--- src/rtl/rr_pkg.sv ---
// Shared types and defaults for the round-robin scheduler and its slice executor.
package rr_pkg;

  localparam int RR_QUANTUM  = 3;
  localparam int RR_NUM_PROC = 5;
  localparam int RR_BURST_W  = 8;

  function automatic int rr_pid_w(input int n);
    return (n > 1) ? $clog2(n) : 1;
  endfunction

  localparam int RR_PID_W = rr_pid_w(RR_NUM_PROC);

  typedef enum logic [1:0] {
    IDLE = 2'd0,
    RUN  = 2'd1,
    REQ  = 2'd2
  } rr_state_e;

  // Slice descriptor exchanged with the scheduler at the default widths.
  typedef struct packed {
    logic [RR_PID_W-1:0]   pid;
    logic [RR_BURST_W-1:0] burst;
  } rr_slice_t;

endpackage

--- src/rtl/rr_slice_executor_if.sv ---
// Dispatch (scheduler -> executor) and requeue (executor -> scheduler) handshakes.
interface rr_slice_executor_if
  import rr_pkg::*;
#(
  parameter int PID_W   = RR_PID_W,
  parameter int BURST_W = RR_BURST_W
);
  logic               disp_valid;
  logic               disp_ready;
  logic [PID_W-1:0]   disp_pid;
  logic [BURST_W-1:0] disp_burst;
  logic               rq_valid;
  logic               rq_ready;
  logic [PID_W-1:0]   rq_pid;
  logic [BURST_W-1:0] rq_burst;

  modport master (
    output disp_valid, disp_pid, disp_burst, rq_ready,
    input  disp_ready, rq_valid, rq_pid, rq_burst
  );

  modport slave (
    input  disp_valid, disp_pid, disp_burst, rq_ready,
    output disp_ready, rq_valid, rq_pid, rq_burst
  );
endinterface

--- src/rtl/rr_slice_timer.sv ---
// Loadable down-counter; o_last flags the final cycle of a slice (count == 1).
module rr_slice_timer #(
  parameter int BURST_W = 8
) (
  input  logic               clk,
  input  logic               rst,
  input  logic               i_load,
  input  logic [BURST_W-1:0] i_load_val,
  output logic               o_last
);
  logic [BURST_W-1:0] r_count;

  // NOTE: non-blocking assignments so every register samples pre-edge values.
  always_ff @(posedge clk or posedge rst) begin
    if (rst) begin
      r_count <= '0;
    end else if (i_load) begin
      r_count <= i_load_val;
    end else if (r_count != '0) begin
      r_count <= r_count - 1'b1;
    end
  end

  assign o_last = (r_count == BURST_W'(1));
endmodule

--- src/rtl/rr_slice_executor.sv ---
// Runs one min(QUANTUM, burst) slice per dispatch, then retires or requeues the process.
// Optional RR_EXEC_STATS_EN adds saturating run_cycles / slice_count counters.
module rr_slice_executor
  import rr_pkg::*;
#(
  parameter int  QUANTUM  = RR_QUANTUM,
  parameter int  NUM_PROC = RR_NUM_PROC,
  parameter int  BURST_W  = RR_BURST_W,
  localparam int PID_W    = rr_pid_w(NUM_PROC)
) (
  input  logic                clk,
  input  logic                rst,
  rr_slice_executor_if.slave  bus,
  output logic                busy,
  output logic [PID_W-1:0]    run_pid,
  output logic [NUM_PROC-1:0] done_mask,
  output logic                all_done
`ifdef RR_EXEC_STATS_EN
  ,
  output logic [31:0]         run_cycles,
  output logic [15:0]         slice_count
`endif
);
  localparam logic [BURST_W-1:0] Q_B = BURST_W'(QUANTUM);

  rr_state_e           r_state, w_next;
  logic [PID_W-1:0]    r_pid;
  logic [BURST_W-1:0]  r_burst, r_rq_burst, w_slice_len;
  logic [NUM_PROC-1:0] r_done, w_set;
  logic w_disp_ready, w_rq_valid, w_busy;
  logic w_accept, w_pid_ok, w_start, w_zero_done;
  logic w_last, w_run_end, w_run_done, w_to_req;

  assign w_accept    = bus.disp_valid && w_disp_ready;
  assign w_pid_ok    = {1'b0, bus.disp_pid} < (PID_W+1)'(NUM_PROC);
  assign w_start     = w_accept && w_pid_ok && (bus.disp_burst != '0);
  assign w_zero_done = w_accept && w_pid_ok && (bus.disp_burst == '0);
  assign w_slice_len = (bus.disp_burst < Q_B) ? bus.disp_burst : Q_B;

  assign w_run_end  = (r_state == RUN) && w_last;
  assign w_run_done = w_run_end && (r_burst <= Q_B);
  assign w_to_req   = w_run_end && (r_burst > Q_B);
  assign w_set      = ({NUM_PROC{w_zero_done}} & (NUM_PROC'(1) << bus.disp_pid))
                    | ({NUM_PROC{w_run_done}}  & (NUM_PROC'(1) << r_pid));

  rr_slice_timer #(.BURST_W(BURST_W)) u_timer (
    .clk        (clk),
    .rst        (rst),
    .i_load     (w_start),
    .i_load_val (w_slice_len),
    .o_last     (w_last)
  );

  always_ff @(posedge clk or posedge rst) begin
    if (rst) r_state <= IDLE;
    else     r_state <= w_next;
  end

  // NOTE: defaults first, so no branch of the case can leave a latch behind.
  always_comb begin
    w_next       = r_state;
    w_disp_ready = 1'b0;
    w_rq_valid   = 1'b0;
    w_busy       = 1'b0;
    case (r_state)
      IDLE: begin
        w_disp_ready = !rst;
        if (w_start) w_next = RUN;
      end
      RUN: begin
        w_busy = 1'b1;
        if (w_run_done)    w_next = IDLE;
        else if (w_to_req) w_next = REQ;
      end
      REQ: begin
        w_rq_valid = 1'b1;
        if (bus.rq_ready) w_next = IDLE;
      end
      default: w_next = IDLE;
    endcase
  end

  always_ff @(posedge clk or posedge rst) begin
    if (rst) begin
      r_pid      <= '0;
      r_burst    <= '0;
      r_rq_burst <= '0;
      r_done     <= '0;
    end else begin
      if (w_start) begin
        r_pid   <= bus.disp_pid;
        r_burst <= bus.disp_burst;
      end
      // Subtraction only happens when burst > QUANTUM, so it cannot wrap.
      if (w_to_req) r_rq_burst <= r_burst - Q_B;
      r_done <= r_done | w_set;
    end
  end

`ifdef RR_EXEC_STATS_EN
  logic [31:0] r_run_cycles;
  logic [15:0] r_slice_count;

  always_ff @(posedge clk or posedge rst) begin
    if (rst) begin
      r_run_cycles  <= '0;
      r_slice_count <= '0;
    end else begin
      if (r_state == RUN && r_run_cycles != '1) r_run_cycles <= r_run_cycles + 1'b1;
      if (w_start && r_slice_count != '1)       r_slice_count <= r_slice_count + 1'b1;
    end
  end

  assign run_cycles  = r_run_cycles;
  assign slice_count = r_slice_count;
`endif

  assign bus.disp_ready = w_disp_ready;
  assign bus.rq_valid   = w_rq_valid;
  assign bus.rq_pid     = r_pid;
  assign bus.rq_burst   = r_rq_burst;
  assign busy           = w_busy;
  assign run_pid        = r_pid;
  assign done_mask      = r_done;
  assign all_done       = &r_done;
endmodule

--- src/flat_wrapper.sv ---
// flat-port wrapper written by rule: the top's interface ports become plain ports
module rr_slice_executor_flat import rr_pkg::*;
#(
  parameter int  QUANTUM  = RR_QUANTUM,
  parameter int  NUM_PROC = RR_NUM_PROC,
  parameter int  BURST_W  = RR_BURST_W,
  localparam int PID_W    = rr_pid_w(NUM_PROC)
)
  (clk, rst, busy, run_pid, done_mask, all_done, bus_disp_valid, bus_disp_pid, bus_disp_burst, bus_rq_ready, bus_disp_ready, bus_rq_valid, bus_rq_pid, bus_rq_burst);
  rr_slice_executor_if #(.PID_W(3), .BURST_W(BURST_W)) bus_i ();
  input  logic clk;
  input  logic rst;
  output logic busy;
  output logic [PID_W-1:0] run_pid;
  output logic [NUM_PROC-1:0] done_mask;
  output logic all_done;
  input wire logic [$bits(bus_i.disp_valid)-1:0] bus_disp_valid;
  input wire logic [$bits(bus_i.disp_pid)-1:0] bus_disp_pid;
  input wire logic [$bits(bus_i.disp_burst)-1:0] bus_disp_burst;
  input wire logic [$bits(bus_i.rq_ready)-1:0] bus_rq_ready;
  output wire logic [$bits(bus_i.disp_ready)-1:0] bus_disp_ready;
  output wire logic [$bits(bus_i.rq_valid)-1:0] bus_rq_valid;
  output wire logic [$bits(bus_i.rq_pid)-1:0] bus_rq_pid;
  output wire logic [$bits(bus_i.rq_burst)-1:0] bus_rq_burst;
  assign bus_i.disp_valid = bus_disp_valid;
  assign bus_i.disp_pid = bus_disp_pid;
  assign bus_i.disp_burst = bus_disp_burst;
  assign bus_i.rq_ready = bus_rq_ready;
  assign bus_disp_ready = bus_i.disp_ready;
  assign bus_rq_valid = bus_i.rq_valid;
  assign bus_rq_pid = bus_i.rq_pid;
  assign bus_rq_burst = bus_i.rq_burst;
  rr_slice_executor #(.QUANTUM(QUANTUM), .NUM_PROC(NUM_PROC), .BURST_W(BURST_W)) u_core (.clk(clk), .rst(rst), .bus(bus_i), .busy(busy), .run_pid(run_pid), .done_mask(done_mask), .all_done(all_done));
endmodule
--- config.mk ---
export PLATFORM = sky130hd
export DESIGN_NAME = rr_slice_executor_flat
export DESIGN_NICKNAME = d
export VERILOG_FILES = /design/src/rtl/rr_pkg.sv /design/src/rtl/rr_slice_executor_if.sv /design/src/rtl/rr_slice_timer.sv /design/src/rtl/rr_slice_executor.sv /design/src/flat_wrapper.sv
export SDC_FILE = /design/constraint.sdc
export NUM_CORES = 1
export LEC_CHECK = 0
export CAP_MARGIN = 20
export CORE_UTILIZATION = 42
export CTS_CLUSTER_SIZE = 8
export DETAILED_ROUTE_END_ITERATION = 8
export GPL_TIMING_DRIVEN = 1
export HOLD_SLACK_MARGIN = 0.02
export MAX_ROUTING_LAYER = met4
export PLACE_DENSITY = 0.75
export SLEW_MARGIN = 30
export SYNTH_ARGS = -nofsm -noshare
export SYNTH_HDL_FRONTEND = slang
export SYNTH_SLANG_ARGS = --single-unit
--- constraint.sdc ---
create_clock -name clk -period 2.6 [get_ports clk]
set_input_delay 0.26 -clock clk [delete_from_list [all_inputs] [get_ports clk]]
set_output_delay 0.26 -clock clk [all_outputs]
set_load 0.05 [all_outputs]
---- Word-level counts from Yosys, hierarchy flattened ----
Cells that the tools add are included.
storage, ports and cells
  bits in registers ....................... 34
  input bits .............................. 15
  output and inout bits ................... 23
  word-level logic and storage cells ...... 50
cells by class
  $add $sub $neg .......................... 2
  order comparisons ....................... 4
  eq/ne operators ......................... 6
  shift-type cells ........................ 2
  multiplexer cells ....................... 11
  bitwise gates (word level) .............. 4
  reduce and logical (&&, ||, !) cells .... 15
operators with widths
  operator               count
  $mux W8                3
  $reduce_bool A8 Y1     2
  $and A5 B5 Y5          2
  $or A5 B5 Y5           2
  $shl A1 B3 Y5 const A  2
  $eq A8 B1 Y1 const B   1
  $gt A8 B2 Y1 const B   1
  $le A8 B2 Y1 const B   1
  $logic_not A8 Y1       1
  $lt A8 B2 Y1 const B   1
  $mux W2                4
  $sub A8 B1 Y8 const B  1
  $sub A8 B2 Y8 const B  1
  $logic_and A1 B1 Y1    7
  $pmux W2 S3            1
  $reduce_and A5 Y1      1
  $ne A2 B2 Y1 const B   2
  $lt A3 B3 Y1 const B   1
  $mux W1                3
  $ne A3 B1 Y1 const B   1
  $reduce_and A3 Y1      1
  $eq A2 B1 Y1 const B   1
  $eq A2 B2 Y1 const B   1
  $logic_not A2 Y1       1
  2 further kinds        2

---- Depth between registers and ports, before layout ----
  depth in word-level cells ............... 8
  depth in mapped cells ................... 6
  gate-level depth less buffers ........... 6

---- By module ----
From an unflattened synthesis, not the netlist that was laid out.
unflattened totals
  cell total of the unflattened synthesis .. 171
  area, all modules ....................... 1,801.7 um^2
modules (own cells, without submodules)
  module             instances  cells each  area an instance (um^2)  seq. area each (um^2)
  rr_slice_executor  1          116         1,298.7                  650.6
  rr_slice_timer     1          55          503.0                    200.2

---- Worst setup path before layout ----
No wires, ideal clock.
  path type ............................... flip-flop to flip-flop
  start ................................... reg u_core.r_state[1]
  end ..................................... reg u_core.r_rq_burst[1] (netlist: u_core.bus.rq_burst[1])
  setup time .............................. 0.125 ns
  arrival time ............................ 2.000 ns
  data required time ...................... 2.475 ns
  slack ................................... 0.475 ns
  stages on the path, launching flop included .. 5
  path buffers ............................ 0
  period minus slack after synthesis ...... 2.125 ns
  cells stage by stage .................... dfrtp_1 -> nor2b_1 -> and4_1 -> nand2_1 -> mux2_2
on the way
  cells in the longest elaborated chain, start to end .. 3
RTL lines
  item                      RTL line                 text
  start: declaration        rr_slice_executor.sv:26  rr_state_e r_state, w_next;
  start signal: assignment  rr_slice_executor.sv:56  else r_state <= w_next;
  $eq A2 B1 Y1              rr_slice_executor.sv:40  assign w_run_end = (r_state == RUN) && w_last;
  $logic_and A1 B1 Y1       rr_slice_executor.sv:40
  $logic_and A1 B1 Y1       rr_slice_executor.sv:42  assign w_to_req = w_run_end && (r_burst > Q_B);
  end signal: assignment    rr_slice_executor.sv:95  if (w_to_req) r_rq_burst <= r_burst - Q_B;
  end: declaration          rr_slice_executor.sv:28  logic [BURST_W-1:0] r_burst, r_rq_burst, w_slice_len;
Every way passes these cells.
A chain may end at the register's enable or synchronous reset.

---- Worst setup path in the final report ----
  start ................................... reg u_core.r_burst[4]
  end ..................................... reg u_core.r_rq_burst[2] (netlist: u_core.bus.rq_burst[2])
on the way
  cells in the longest elaborated chain, start to end .. 2
RTL lines
  item                      RTL line                 text
  start: declaration        rr_slice_executor.sv:28
  start signal: assignment  rr_slice_executor.sv:92  r_burst <= bus.disp_burst;
  $gt A8 B2 Y1              rr_slice_executor.sv:42
  $logic_and A1 B1 Y1       rr_slice_executor.sv:42
Every way passes these cells.

==> reports/metrics.csv <==
metric;value;unit
Yosys cell types;37;
vias in the first global route;1411;
dpl cells;243;
Compound-Gate Fraction of Synth Area;10.7;%
layout cells sized above 1;12.4;%
Syn Nets;176;
final wirelength;3990;um
HP Class;primary input to asynchronous set/reset pin;
commonest non-fill, non-tap cells in the layout;37 x clkdlybuf4s50_1, 34 x dfrtp_1, 12 x o21ai_0;
fin crit period;2.11;ns
synthesis-stage register bit count;34;
post-cts resize count;0;
GR Layer Usage met1;26.0;%
CTS tree;built;
DRT iter0 DRCs;51;
FP Rows;22;
simple-gate share of the synthesized area;17.7;%
post-synthesis sequential area ratio;49.7;%
Final #Nets;221;
multiplexer area fraction after synthesis;10.5;%
register-to-register setup slack;0.49;ns
slowest stage delay, CP;0.45;ns
Remaining DRCs;0;
H-tree Lvls;2;
setup TNS;0;ns
gr ovfl total;0;
cell count after synthesis;157;
Die Width;65.8;um
initial antenna violation count;0;
Syn. warnings;0;
multi-input gate area in the final layout;796;sq um
endpoints failing setup;0;
slew margin rel.;65.9;%
fin. max-slew vios;0;
area grow syn2layout;30.8;%
via count;1385;
Arr. time, crit path;2.28;ns
GRT Util Overall;21.8;%
Clock Skew;0.00404;ns
root buf cell;clkbuf_8;
Critical Path RT;2.77;ns
M3 GR Usage;6.21;%
FF-to-FF Start;u_core.r_burst[4]$_DFFE_PP0P_;
ys async rst share;100;%
reg2reg path depth;4;
DP HPWL;3000;um
xor/xnor share of the synthesized area;4.61;%
Crit. End Element;flip-flop;
RSZ-0062 raised after global routing;false;
CP Cell Sequence;or3_4 -> or4_4 -> nand2_1 -> mux2_2;
DIE HEIGHT;65.8;um
most used flip-flop cell after synthesis;dfrtp_1;
setup bufs post-CTS;0;
Ports;38;
Synth Area per Inst;10.9;sq um
Non-Filler Instances;249;
gpl congestion;0.907;
outcome;finished, final reports clean;
combinational family with the most area after synthesis;simple AND/OR/NAND/NOR gates;
drt pass-1 iters;4;
Worst Tran Pin Value;0.510;ns
Worst-path clk slew;0.06;ns
critical path's slowest cell;or4_4;
Critical Path Source;u_core.r_burst[4]$_DFFE_PP0P_;
CTS Buffer Depth;2;
CTS hold repair buffers;0;
Hold Vio Cnt, Final;0;
Setup crit start kind;flip-flop;
Max-Cap Viols;0;
met2 Use GR;35.5;%
CP max FO;8;
Sink Count;34;
die area;0.00433;sq mm
peak supply drop;612;uV
Filler cells;313;
largest net degree at the start of global routing;35;
end of the worst register-to-register path;u_core.bus.rq_burst[2]$_DFFE_PP0P_;
Max Freq;0.475;GHz
most common library cell in the layout ignoring fill and taps;clkdlybuf4s50_1;
PwrDens;1200;mW/mm^2
CP Class;flip-flop to flip-flop;
Post-Synth Adder-Cell Area;2.92;%
Final period util;81.0;%
total CTS buffers;5;
CORE AREA;0.00377;sq mm
EDFF count, synth;0;
GRT Max-Usage Layer;met2;
ANT cells;0;
WL/cell;16.0;um
first-pass GRT wire length;6760;um
Sequential Area;851;sq um
mapped cell area;0.00171;sq mm
Post-DRT Antenna Nets;0;
vias per inst;5.56;
# port buffers;37;
Clock Latency Late Sink;0.29;ns
Setup crit end;u_core.bus.rq_burst[2]$_DFFE_PP0P_;
total power draw;2680;uW
Pleak;0.000962;uW
Initial Utilization;45.4;%
==> synth_stat cells, types with 2 or more instances <==
master / number / share of area (%)
o31ai_1: 3 / 1.3
xnor2_1: 5 / 2.6
nand3_1: 5 / 1.5
a211oi_1: 2 / 0.88
nor3_1: 4 / 1.2
or3_1: 4 / 1.5
mux2_2: 9 / 5.9
ha_1: 4 / 2.9
xor2_1: 4 / 2.0
a211o_1: 2 / 1.0
buf_4: 3 / 1.3
and4_1: 2 / 1.0
inv_1: 9 / 2.0
mux2_1: 7 / 4.6
o21ai_0: 12 / 3.5
nand2b_1: 2 / 0.73
nor2_1: 7 / 1.5
or4_1: 5 / 2.2
a21oi_1: 6 / 1.8
a31oi_1: 2 / 0.73
nand2_1: 10 / 2.2
dfrtp_1: 34 / 50
nor4b_1: 2 / 1.0
==> flip-flops by register name (all words and copies together), names as in the netlist <==
register and flops:
u_core.bus.rq_pid 3, u_core.bus.rq_burst 8, u_core.r_burst 8, u_core.u_timer.r_count 8
u_core.done_mask 5, u_core.r_state 2
==> power by group <==
part           switching [uW]  total [uW]  leakage, uW  internal, uW
Clock                     177         381    0.0000431           204
Combinational             781        1310     0.000510           531
Sequential                248         989     0.000409           741
Total                    1210        2680     0.000962          1480
==> stage by stage <==
step	area (sq um)	setup WS, ns	hold WS [ns]	utilization, %
after floorplan	1710	0.475	0.368	-
after global placement	2160	0.413	0.486	57.2
after detailed placement	2160	0.313	0.495	57.2
after CTS	2240	0.466	0.444	59.4
after global routing	2240	0.403	0.483	59.4
final	2240	0.493	0.439	59.4
==> layer usage <==
| layer | vias to the layer above | share of wire [%] | wire (um) |
|---|---|---|---|
| met2 | 56 | 48 | 1900 |
| met4 | 0 | 1.5 | 61 |
| met3 | 8 | 6.9 | 275 |
| met1 | 669 | 44 | 1750 |
| met5 | - | 0 | 0 |
| li1 | 652 | - | - |
==> critical path: cells and delay by family, from the launching register on <==
| kind | cells | cell delay (ns) |
|---|---|---|
| DFF | 1 | 0.41 |
| and+or+nand+nor | 3 | 1.19 |
| muxes | 1 | 0.38 |
==> final cells by class <==
| type | instances | share of cell area (%) |
|---|---|---|
| Clock buffer | 6 | 3.69 |
| Inverter | 9 | 1.51 |
| Multi-Input combinational cell | 109 | 35.6 |
| Sequential cell | 34 | 38.0 |
| Tap cell | 48 | 2.68 |
| Timing Repair Buffer | 43 | 18.6 |
==> logic make-up after synthesis <==
kind of cell	Yosys count
compound gates	30
flops	34
simple gates	50
xor+xnor	9
mux	16
buf+inv	14
fa+ha+maj	4
==> how the worst min path moves through the flow <==
| stage | endpoint | from | slack, ns | depth (start not counted) |
|---|---|---|---|---|
| CTS | u_core.done_mask[3]$_DFF_PP0_ | rst | 0.44 | 3 |
| global placement | u_core.done_mask[3]$_DFF_PP0_ | u_core.done_mask[3]$_DFF_PP0_ | 0.49 | 2 |
| finish | u_core.done_mask[3]$_DFF_PP0_ | rst | 0.44 | 3 |
| detailed placement | u_core.bus.rq_burst[4]$_DFFE_PP0P_ | u_core.bus.rq_burst[4]$_DFFE_PP0P_ | 0.49 | 1 |
| global route | u_core.r_state[0]$_DFFE_PP0P_ | rst | 0.48 | 3 |
| floorplan | u_core.r_state[1]$_DFFE_PP0P_ | bus_rq_ready | 0.37 | 1 |
Note: power is estimated with default switching activity, not from simulation.
